--- src/rtl/regfile_mp_if.sv ---
// Register-file bus: two write ports, packed read ports, and sweep-clear control.
interface regfile_mp_if #(
  parameter int DATA_WIDTH = 32,
  parameter int ADDR_WIDTH = 5,
  parameter int NUM_READ   = 2
);
  logic                           ctrl_writeEnable0;
  logic [ADDR_WIDTH-1:0]          ctrl_writeReg0;
  logic [DATA_WIDTH-1:0]          data_writeReg0;
  logic                           ctrl_writeEnable1;
  logic [ADDR_WIDTH-1:0]          ctrl_writeReg1;
  logic [DATA_WIDTH-1:0]          data_writeReg1;
  logic [NUM_READ*ADDR_WIDTH-1:0] ctrl_readReg;
  logic [NUM_READ*DATA_WIDTH-1:0] data_readReg;
  logic                           ctrl_clear;
  logic                           clear_busy;
  logic                           write_dropped;

  modport master (
    output ctrl_writeEnable0, ctrl_writeReg0, data_writeReg0,
    output ctrl_writeEnable1, ctrl_writeReg1, data_writeReg1,
    output ctrl_readReg, ctrl_clear,
    input  data_readReg, clear_busy, write_dropped
  );

  modport slave (
    input  ctrl_writeEnable0, ctrl_writeReg0, data_writeReg0,
    input  ctrl_writeEnable1, ctrl_writeReg1, data_writeReg1,
    input  ctrl_readReg, ctrl_clear,
    output data_readReg, clear_busy, write_dropped
  );
endinterface

--- src/rtl/regfile_mp.sv ---
// Multi-port register file: NUM_READ combinational reads, two write ports
// (port 1 has priority), optional write-to-read bypass and a sweep-clear engine
// that zeroes one entry per cycle without needing the global reset.
//
// state   | meaning
// --------+------------------------------------------------------------
// S_IDLE  | normal operation, writes and bypass active
// S_CLEAR | sweeping entries to zero, writes dropped, bypass disabled
module regfile_mp #(
  parameter int DATA_WIDTH = 32,
  parameter int ADDR_WIDTH = 5,
  parameter int NUM_READ   = 2,
  parameter int ZERO_REG   = 1,
  parameter int BYPASS     = 1
) (
  input  logic         clock,
  input  logic         ctrl_reset,
  regfile_mp_if.slave  bus
);

  localparam int DEPTH = 2 ** ADDR_WIDTH;

  localparam logic [0:0] S_IDLE  = 1'b0;
  localparam logic [0:0] S_CLEAR = 1'b1;

  logic [0:0]            state;
  logic [ADDR_WIDTH-1:0] ptr;
  logic                  write_dropped_q;
  logic                  idle;
  logic                  wr0_ok;
  logic                  wr1_ok;
  logic [ADDR_WIDTH-1:0] addr0;
  logic [ADDR_WIDTH-1:0] addr1;
  logic [DATA_WIDTH-1:0] data0;
  logic [DATA_WIDTH-1:0] data1;
  logic [DATA_WIDTH-1:0] regs [DEPTH];

  assign addr0 = bus.ctrl_writeReg0;
  assign addr1 = bus.ctrl_writeReg1;
  assign data0 = bus.data_writeReg0;
  assign data1 = bus.data_writeReg1;
  assign idle  = (state == S_IDLE);

  // Qualify each write port: drop writes to the hardwired zero register, and
  // drop port 0 when port 1 targets the same entry so only one write lands.
  always_comb begin
    wr1_ok = bus.ctrl_writeEnable1 && !((ZERO_REG != 0) && (addr1 == '0));
    wr0_ok = bus.ctrl_writeEnable0 && !((ZERO_REG != 0) && (addr0 == '0))
             && !(bus.ctrl_writeEnable1 && (addr1 == addr0));
  end

  // Sweep FSM; a write attempt during the sweep flags a one-cycle drop pulse.
  always_ff @(posedge clock or posedge ctrl_reset) begin
    if (ctrl_reset) begin
      state           <= S_IDLE;
      ptr             <= '0;
      write_dropped_q <= 1'b0;
    end else begin
      write_dropped_q <= 1'b0;
      case (state)
        S_IDLE: begin
          if (bus.ctrl_clear) begin
            state <= S_CLEAR;
            ptr   <= '0;
          end
        end
        S_CLEAR: begin
          write_dropped_q <= bus.ctrl_writeEnable0 || bus.ctrl_writeEnable1;
          if (ptr == '1) state <= S_IDLE;
          else           ptr   <= ptr + 1'b1;
        end
        default: state <= S_IDLE;
      endcase
    end
  end

  for (genvar i = 0; i < DEPTH; i++) begin : g_reg
    logic [DATA_WIDTH-1:0] q;

    // One entry: the sweep owns it during CLEAR, otherwise port 1 beats port 0.
    always_ff @(posedge clock or posedge ctrl_reset) begin
      if (ctrl_reset) begin
        q <= '0;
      end else if (!idle) begin
        if (ptr == ADDR_WIDTH'(i)) q <= '0;
      end else if (wr1_ok && (addr1 == ADDR_WIDTH'(i))) begin
        q <= data1;
      end else if (wr0_ok && (addr0 == ADDR_WIDTH'(i))) begin
        q <= data0;
      end
    end

    assign regs[i] = q;
  end

  for (genvar k = 0; k < NUM_READ; k++) begin : g_rd
    logic [ADDR_WIDTH-1:0] ra;
    logic [DATA_WIDTH-1:0] rd;

    assign ra = bus.ctrl_readReg[k*ADDR_WIDTH +: ADDR_WIDTH];

    // Read mux: stored value, overridden by in-flight write data, then by the zero register.
    always_comb begin
      rd = regs[ra];
      if ((BYPASS != 0) && idle) begin
        if (wr1_ok && (ra == addr1))      rd = data1;
        else if (wr0_ok && (ra == addr0)) rd = data0;
      end
      if ((ZERO_REG != 0) && (ra == '0)) rd = '0;
    end

    assign bus.data_readReg[k*DATA_WIDTH +: DATA_WIDTH] = rd;
  end

  assign bus.clear_busy    = (state == S_CLEAR);
  assign bus.write_dropped = write_dropped_q;

endmodule

--- src/flat_wrapper.sv ---
// flat-port wrapper written by rule: the top's interface ports become plain ports
module regfile_mp_flat 
#(
  parameter int DATA_WIDTH = 32,
  parameter int ADDR_WIDTH = 5,
  parameter int NUM_READ   = 2,
  parameter int ZERO_REG   = 1,
  parameter int BYPASS     = 1
)
  (clock, ctrl_reset, bus_ctrl_writeEnable0, bus_ctrl_writeReg0, bus_data_writeReg0, bus_ctrl_writeEnable1, bus_ctrl_writeReg1, bus_data_writeReg1, bus_ctrl_readReg, bus_ctrl_clear, bus_data_readReg, bus_clear_busy, bus_write_dropped);
  regfile_mp_if #(.DATA_WIDTH(DATA_WIDTH), .ADDR_WIDTH(ADDR_WIDTH), .NUM_READ(NUM_READ)) bus_i ();
  input  logic clock;
  input  logic ctrl_reset;
  input wire logic [$bits(bus_i.ctrl_writeEnable0)-1:0] bus_ctrl_writeEnable0;
  input wire logic [$bits(bus_i.ctrl_writeReg0)-1:0] bus_ctrl_writeReg0;
  input wire logic [$bits(bus_i.data_writeReg0)-1:0] bus_data_writeReg0;
  input wire logic [$bits(bus_i.ctrl_writeEnable1)-1:0] bus_ctrl_writeEnable1;
  input wire logic [$bits(bus_i.ctrl_writeReg1)-1:0] bus_ctrl_writeReg1;
  input wire logic [$bits(bus_i.data_writeReg1)-1:0] bus_data_writeReg1;
  input wire logic [$bits(bus_i.ctrl_readReg)-1:0] bus_ctrl_readReg;
  input wire logic [$bits(bus_i.ctrl_clear)-1:0] bus_ctrl_clear;
  output wire logic [$bits(bus_i.data_readReg)-1:0] bus_data_readReg;
  output wire logic [$bits(bus_i.clear_busy)-1:0] bus_clear_busy;
  output wire logic [$bits(bus_i.write_dropped)-1:0] bus_write_dropped;
  assign bus_i.ctrl_writeEnable0 = bus_ctrl_writeEnable0;
  assign bus_i.ctrl_writeReg0 = bus_ctrl_writeReg0;
  assign bus_i.data_writeReg0 = bus_data_writeReg0;
  assign bus_i.ctrl_writeEnable1 = bus_ctrl_writeEnable1;
  assign bus_i.ctrl_writeReg1 = bus_ctrl_writeReg1;
  assign bus_i.data_writeReg1 = bus_data_writeReg1;
  assign bus_i.ctrl_readReg = bus_ctrl_readReg;
  assign bus_i.ctrl_clear = bus_ctrl_clear;
  assign bus_data_readReg = bus_i.data_readReg;
  assign bus_clear_busy = bus_i.clear_busy;
  assign bus_write_dropped = bus_i.write_dropped;
  regfile_mp #(.DATA_WIDTH(DATA_WIDTH), .ADDR_WIDTH(ADDR_WIDTH), .NUM_READ(NUM_READ), .ZERO_REG(ZERO_REG), .BYPASS(BYPASS)) u_core (.clock(clock), .ctrl_reset(ctrl_reset), .bus(bus_i));
endmodule
--- config.mk ---
export PLATFORM = sky130hd
export DESIGN_NAME = regfile_mp_flat
export DESIGN_NICKNAME = d
export VERILOG_FILES = /design/src/rtl/regfile_mp_if.sv /design/src/rtl/regfile_mp.sv /design/src/flat_wrapper.sv
export SDC_FILE = /design/constraint.sdc
export NUM_CORES = 2
export LEC_CHECK = 0
export CAP_MARGIN = 20
export CELL_PAD_IN_SITES_DETAIL_PLACEMENT = 0
export CELL_PAD_IN_SITES_GLOBAL_PLACEMENT = 1
export CORE_UTILIZATION = 51
export DETAILED_ROUTE_END_ITERATION = 10
export GPL_ROUTABILITY_DRIVEN = 0
export PLACE_DENSITY = 0.8
export SLEW_MARGIN = 5
export SYNTH_ARGS = -nofsm -noshare
export SYNTH_HDL_FRONTEND = slang
export SYNTH_SLANG_ARGS = --single-unit
export TNS_END_PERCENT = 10
--- constraint.sdc ---
create_clock -name clock -period 38.2 [get_ports clock]
set_input_delay 5.73 -clock clock [delete_from_list [all_inputs] [get_ports clock]]
set_output_delay 5.73 -clock clock [all_outputs]
set_load 0.03 [all_outputs]
Word-level counts from Yosys, hierarchy flattened
Index checks and enable logic that the tools add are counted.
- register bits after elaboration: 1031
- input port bits: 89
- output and inout port bits: 66
- word-level logic and storage cells: 468
- add/sub/neg operators: 1
- magnitude comparators: 2
- eq/ne operators: 132
- multiplexer cells: 149
- bitwise operators: 3
- reduce and logical (&&, ||, !) cells: 146
- operators by type and width (cell ; number):
    $mux 32 ; 140
    $bmux 32 s5 ; 2
    $eq 5x5->1 const B ; 48
    $eq 5x4->1 const B ; 24
    $reduce_bool 3->1 ; 32
    $logic_and 1x1->1 ; 72
    $ne 2x2->1 const B ; 34
    $reduce_and 2->1 ; 33
    $eq 5x3->1 const B ; 12
    $eq 5x2->1 const B ; 6
    $eq 5x5->1 ; 5
    $logic_not 5->1 ; 5
    $eq 5x1->1 const B ; 3
    $ge 6x6->1 const B ; 2
    $not 5->6 ; 2
    $mux 5 ; 2
    $pmux 5 s2 ; 1
    $add 5x1->5 const B ; 1
    $logic_not 1->1 ; 3
    $mux 1 ; 3
    $pmux 1 s2 ; 1
    $logic_or 1x1->1 ; 1
    $not 1->1 ; 1

Longest topological paths before layout
- word-level depth: 9
- gate-level depth with buffers: 11
- mapped depth without buffers: 8

Worst setup path after synthesis
Ideal clock, no wire load.
- kind: input to output
- start: in bus_ctrl_writeReg1[3]
- end: out bus_data_readReg[0]
- data arrival time: 7.712 ns
- data required time: 32.470 ns
- slack: 24.758 ns
- stages: 7
- buffers on the path: 1
- cells stage by stage: buf_6 -> or4_4 -> o211ai_4 -> nor4_4 -> a21oi_4 -> nand2_2 -> o21ai_0
- word-level cells in the longest chain between the ends: 9
- elaborated cells on any way between the ends: 14
- those cells by class: eq/ne (2); mux (4); reduce/logical (8)
- RTL lines (element ; RTL line ; RTL):
    start: declaration ; flat_wrapper.sv:18 ; input wire logic [$bits(bus_i.ctrl_writeReg1)-1:0] bus_ctrl_writeReg1;
    $eq 5x5->1 ; regfile_mp.sv:49 ; && !(bus.ctrl_writeEnable1 && (addr1 == addr0));
    $logic_and 1x1->1 ; regfile_mp.sv:49 ;
    $logic_not 1->1 ; regfile_mp.sv:49 ;
    $logic_and 1x1->1 ; regfile_mp.sv:49 ;
    $logic_and 1x1->1 ; regfile_mp.sv:107 ; else if (wr0_ok && (ra == addr0)) rd = data0;
    $mux 32 ; regfile_mp.sv:107 ;
    $mux 32 (*) ; regfile_mp.sv:106 ; if (wr1_ok && (ra == addr1)) rd = data1;
    $mux 32 (*) ; regfile_mp.sv:105 ; if ((BYPASS != 0) && idle) begin
    $mux 32 (*) ; regfile_mp.sv:109 ; if ((ZERO_REG != 0) && (ra == '0)) rd = '0;
    end: declaration ; flat_wrapper.sv:22 ; output wire logic [$bits(bus_i.data_readReg)-1:0] bus_data_readReg;
Mark *: on every way between the ends. The rest lies on a longest branch, timed or not.

Worst setup path after layout
- start: in bus_ctrl_readReg[1]
- end: out bus_data_readReg[31]
- word-level cells in the longest chain between the ends: 8
- elaborated cells on any way between the ends: 13
- those cells by class: eq/ne (2); mux (7); bitwise (1); reduce/logical (3)
- RTL lines (element ; RTL line ; RTL):
    start: declaration ; flat_wrapper.sv:20 ; input wire logic [$bits(bus_i.ctrl_readReg)-1:0] bus_ctrl_readReg;
    $not 5->6 (not written as such) ; regfile_mp.sv:104 ; rd = regs[ra];
    $bmux 32 s5 ; regfile_mp.sv:104 ;
    $mux 32 (not written as such) (2 in a row) ; regfile_mp.sv:104 ;
    $mux 32 ; regfile_mp.sv:107 ;
    $mux 32 ; regfile_mp.sv:106 ;
    $mux 32 ; regfile_mp.sv:105 ;
    $mux 32 (*) ; regfile_mp.sv:109 ;
Mark *: on every way between the ends. The rest lies on a longest branch, timed or not. The select of a mux whose other input is x is not followed.

==> flow_metrics.env <==
export IMPL_clk_path_buf_depth=3
export IMPL_critical_path_slowest_stage_cell="sky130_fd_sc_hd__o21ai_0"
export IMPL_worst_path_largest_cell_delay_ns=0.90
export IMPL_worst_hold_path_type="reg -> reg"
export IMPL_netlist_top_cell_by_area="sky130_fd_sc_hd__dfrtp_1"
export IMPL_grt_start_max_net_pins=163
export IMPL_setup_viol=0
export IMPL_failing_checks="DRC"
export IMPL_numCtsBuffers=115
export IMPL_internal_power_mw=2.82
export IMPL_worstMarginPinSlew_ns=1.29
export IMPL_ir_worst_vdd_uv=47.6
export IMPL_fraction_of_power_spent_switching_nets_pct=37.5
export IMPL_proportion_of_power_drawn_by_combinational_gates_pct=32.5
export IMPL_first_iter_violations=10400
export IMPL_critical_path_buf_inv_count=5
export IMPL_hold_buffers=0
export IMPL_num_nets_final=6243
export IMPL_critical_path_sink_type="output pin"
export IMPL_final_fill_count=11300
export IMPL_postSynthRegisterBits=1031
export IMPL_crit_required_ns=32.47
export IMPL_wire_length_of_the_first_global_routing_pass_um=434000
export IMPL_post_synth_cell_area_avg_um2=10.4
export IMPL_routed_via_count=62000
export IMPL_cellLeakagePower_nw=32.4
export IMPL_timing_slew_headroom_pct=13.9
export IMPL_timing_setup_critical_path_class="in -> out"
export IMPL_synth_top_cell_area_share_pct=37.9
export IMPL_critical_path_arrival_ns=11.04
export IMPL_fin_crit_sh_pct=43.9
export IMPL_dr_pass1_iters=11
export IMPL_power_frac_seq_pct=40.7
export IMPL_finalWorstSetupSlack_ns=21.43
export IMPL_floorplan_io_pins=155
export IMPL_flow_area_growth_from_synthesis_pct=8.37
export IMPL_tritoncts="done"
export IMPL_global_route_overflow_total=0
export IMPL_post_synth_edffs=0
export IMPL_synth_net_count=6656
export IMPL_cp_cell_sequence="buf_8 > buf_12 > buf_4 > nor2_1 > nand2b_1 > buf_4 > nand2_2 > o21ai_0 > clkdlybuf4s50_1"
export IMPL_post_drt_wl_per_cell_um=38.6
export IMPL_track_usage_pct=44.8
export IMPL_drt_drc_violations_left=1
export IMPL_design_core_area_um2=132000
export IMPL_critical_path_top_delay_family="buffers and inverters"
export IMPL_path_clk_slew_ns=0.06
export IMPL_finalClockSkew_ns=0.0411
export IMPL_dp_slack_ns=21.80
export IMPL_clock_latency_late_sink_ns=0.80
export IMPL_period_needed_ns=16.77
export IMPL_first_global_vias=58900
export IMPL_avgViaCountPerCell=7.74
export IMPL_clkPwrFrac_pct=26.8
export IMPL_hpwl_um=169000
export IMPL_placementRows=133
export IMPL_cell_area_synth_um2=68100
export IMPL_postSynthCellCount=6561
export IMPL_clock_sinks=1031
export IMPL_sequential_area_share_after_synthesis_pct=37.9
export IMPL_synthTopCellsByArea="sky130_fd_sc_hd__dfrtp_1, sky130_fd_sc_hd__mux2i_1, sky130_fd_sc_hd__mux4_2"
export IMPL_chipWidth_um=368
export IMPL_wirelength_um=309000
export IMPL_synth_top_cells_by_count="sky130_fd_sc_hd__a21oi_1, sky130_fd_sc_hd__mux2i_1, sky130_fd_sc_hd__dfrtp_1"
export IMPL_timing_setup_tns_ns=0
export IMPL_total_die_area_um2=135000
export IMPL_cts_root_buffer="sky130_fd_sc_hd__clkbuf_16"
export IMPL_grt_antenna_before_repair=11
export IMPL_post_route_cells_drive_above_1_share_pct=16.7
export IMPL_cts_htree_levels=3
export IMPL_cp_common_cell="sky130_fd_sc_hd__buf_4"
export IMPL_power_density_nw_per_um2=61.1
export IMPL_timing_hold_violations_final=0
export IMPL_synth_cell_types=88
export IMPL_timing_max_cap_violations=0
export IMPL_timing_fmax_ghz=0.0596
export IMPL_worstSetupStartpointType="input port"
export IMPL_port_buffer_count=154
export IMPL_floorplan_die_height_um=368
export IMPL_antenna_violating_nets_post_route=0
export IMPL_postCtsResizedCells=0
export IMPL_synth_most_common_cell="sky130_fd_sc_hd__a21oi_1"
export IMPL_async_flop_share_pct=100
export IMPL_placement_cell_area_um2=69700
export IMPL_setup_repair_after_global_routing_missed_its_margin="false"
export IMPL_drv_slew=0
export IMPL_outcome="complete, but fails checks"
export IMPL_start_util_pct=51.6
export IMPL_power_switching_mw=1.69
export IMPL_synthFlopType="sky130_fd_sc_hd__dfrtp_1"
export IMPL_crit_path_max_fanout=121
export IMPL_stdcell_area_um2=73800
export IMPL_yosys_warnings=0
export IMPL_cts_setup_buffers=0
[logic make-up (layout without fill, tap and decap cells)]
family                   after synthesis  in the layout  share of synthesized area (%)
XOR/XNOR                              25             25                          0.321
AO/OA/AOI/OAI                       2197           2197                           18.3
buffers and inverters                891            576                           6.19
other                                  0              9                              0
AND/OR/NAND/NOR                      708            708                           5.54
flip-flops                          1031           1031                           37.9
multiplexers                        1703           1703                           31.7
adder cells (fa/ha/maj)                6              6                          0.110
[placed cells by master, fill, tap and decap left out, drive strengths merged, types with 5 or more instances in the layout]
cell	count
a31oi	12
o21ai	301
dfrtp	1031
and2	38
buf	205
nor2b	27
a22oi	112
inv	17
clkdlybuf4s50	142
bufinv	10
nor3	38
a2111oi	7
a32o	7
o32ai	9
nand2b	16
nand4	27
o31ai	7
clkinvlp	6
xor2	12
or3	12
a211oi	5
nand3	252
clkbuf	177
or4	26
diode	9
or2	7
a21oi	1406
a211o	19
and3	10
o2bb2ai	33
mux4	347
mux2i	1203
o22ai	164
nor2	82
o221ai	88
nand2	149
clkinv	19
ha	6
xnor2	13
mux2	153
[worst register-to-register path, cell delays in order (launching register included)]
cell                        delay (ns)
sky130_fd_sc_hd__dfrtp_2          0.76
sky130_fd_sc_hd__inv_2            0.22
sky130_fd_sc_hd__buf_4            0.89
sky130_fd_sc_hd__o2111ai_2        0.79
sky130_fd_sc_hd__o22ai_4          1.01
sky130_fd_sc_hd__buf_4            0.67
sky130_fd_sc_hd__a21oi_1          0.18
sky130_fd_sc_hd__a21oi_1          0.15
[power groups by stage]
stage	Sequential, mW	Clock (mW)	Combinational [mW]
2_1_floorplan	1.71	0	1.01
3_3_place_gp	1.81	0	1.37
3_5_place_dp	1.83	0	1.41
4_1_cts	1.81	1.21	1.41
5_1_grt	1.87	1.25	1.54
6_report	1.84	1.21	1.46
[flip-flops by register name, indices dropped and copies added, names as in the netlist]
signal	count
u_core.bus.clear_busy	1
u_core.bus.write_dropped	1
u_core.g.q	1024
u_core.ptr	5
[stage by stage]
| step | hold slack, ns | instances | total power, mW | utilization, % |
|---|---|---|---|---|
| detailed placement | 0.489 | 7784 | 3.24 | 52.8 |
| floorplan | 0.467 | 6561 | 2.72 | - |
| CTS | 0.509 | 7999 | 4.43 | 55.9 |
| global route | 0.525 | 8001 | 4.66 | 55.9 |
| finish | 0.506 | 8010 | 4.51 | 55.9 |
| global placement | 0.482 | 7782 | 3.18 | 52.8 |
[worst paths after layout]
| kind | from | end | slack [ns] | depth (start not counted) |
|---|---|---|---|---|
| max | bus_ctrl_readReg[1] | bus_data_readReg[31] | 21.43 | 9 |
| max reg2reg | u_core.bus.clear_busy | u_core.g_reg[18].q[29] | 33.45 | 7 |
| min | u_core.g_reg[0].q[20] | u_core.g_reg[0].q[20] | 0.51 | 1 |
| min in group asynchronous | ctrl_reset | u_core.g_reg[19].q[31] | 5.60 | 2 |
| max in group asynchronous | ctrl_reset | u_core.g_reg[8].q[26] | 28.95 | 6 |
| min reg2reg | u_core.g_reg[0].q[20] | u_core.g_reg[0].q[20] | 0.51 | 1 |
[final cells by class]
type / instances / area, um^2 / area share, %
clock inverters: 39 / 556 / 0.752
clock buffers: 176 / 3470 / 4.70
multi-input cells: 4639 / 38700 / 52.4
inverters: 13 / 56.3 / 0.0763
well taps: 1755 / 2200 / 2.97
flip-flops and latches: 1031 / 25800 / 34.9
diodes: 9 / 22.5 / 0.0305
repair buffers: 348 / 3070 / 4.16
[layer usage]
metal	vias up	GRT usage (%)	routed length (um)
li1	24000	-	-
met1	30400	55.4	107000
met2	5864	62.1	127000
met3	1791	17.0	45500
met4	12	36.4	30400
met5	-	0	64
Power figures use the tool's default switching activity.
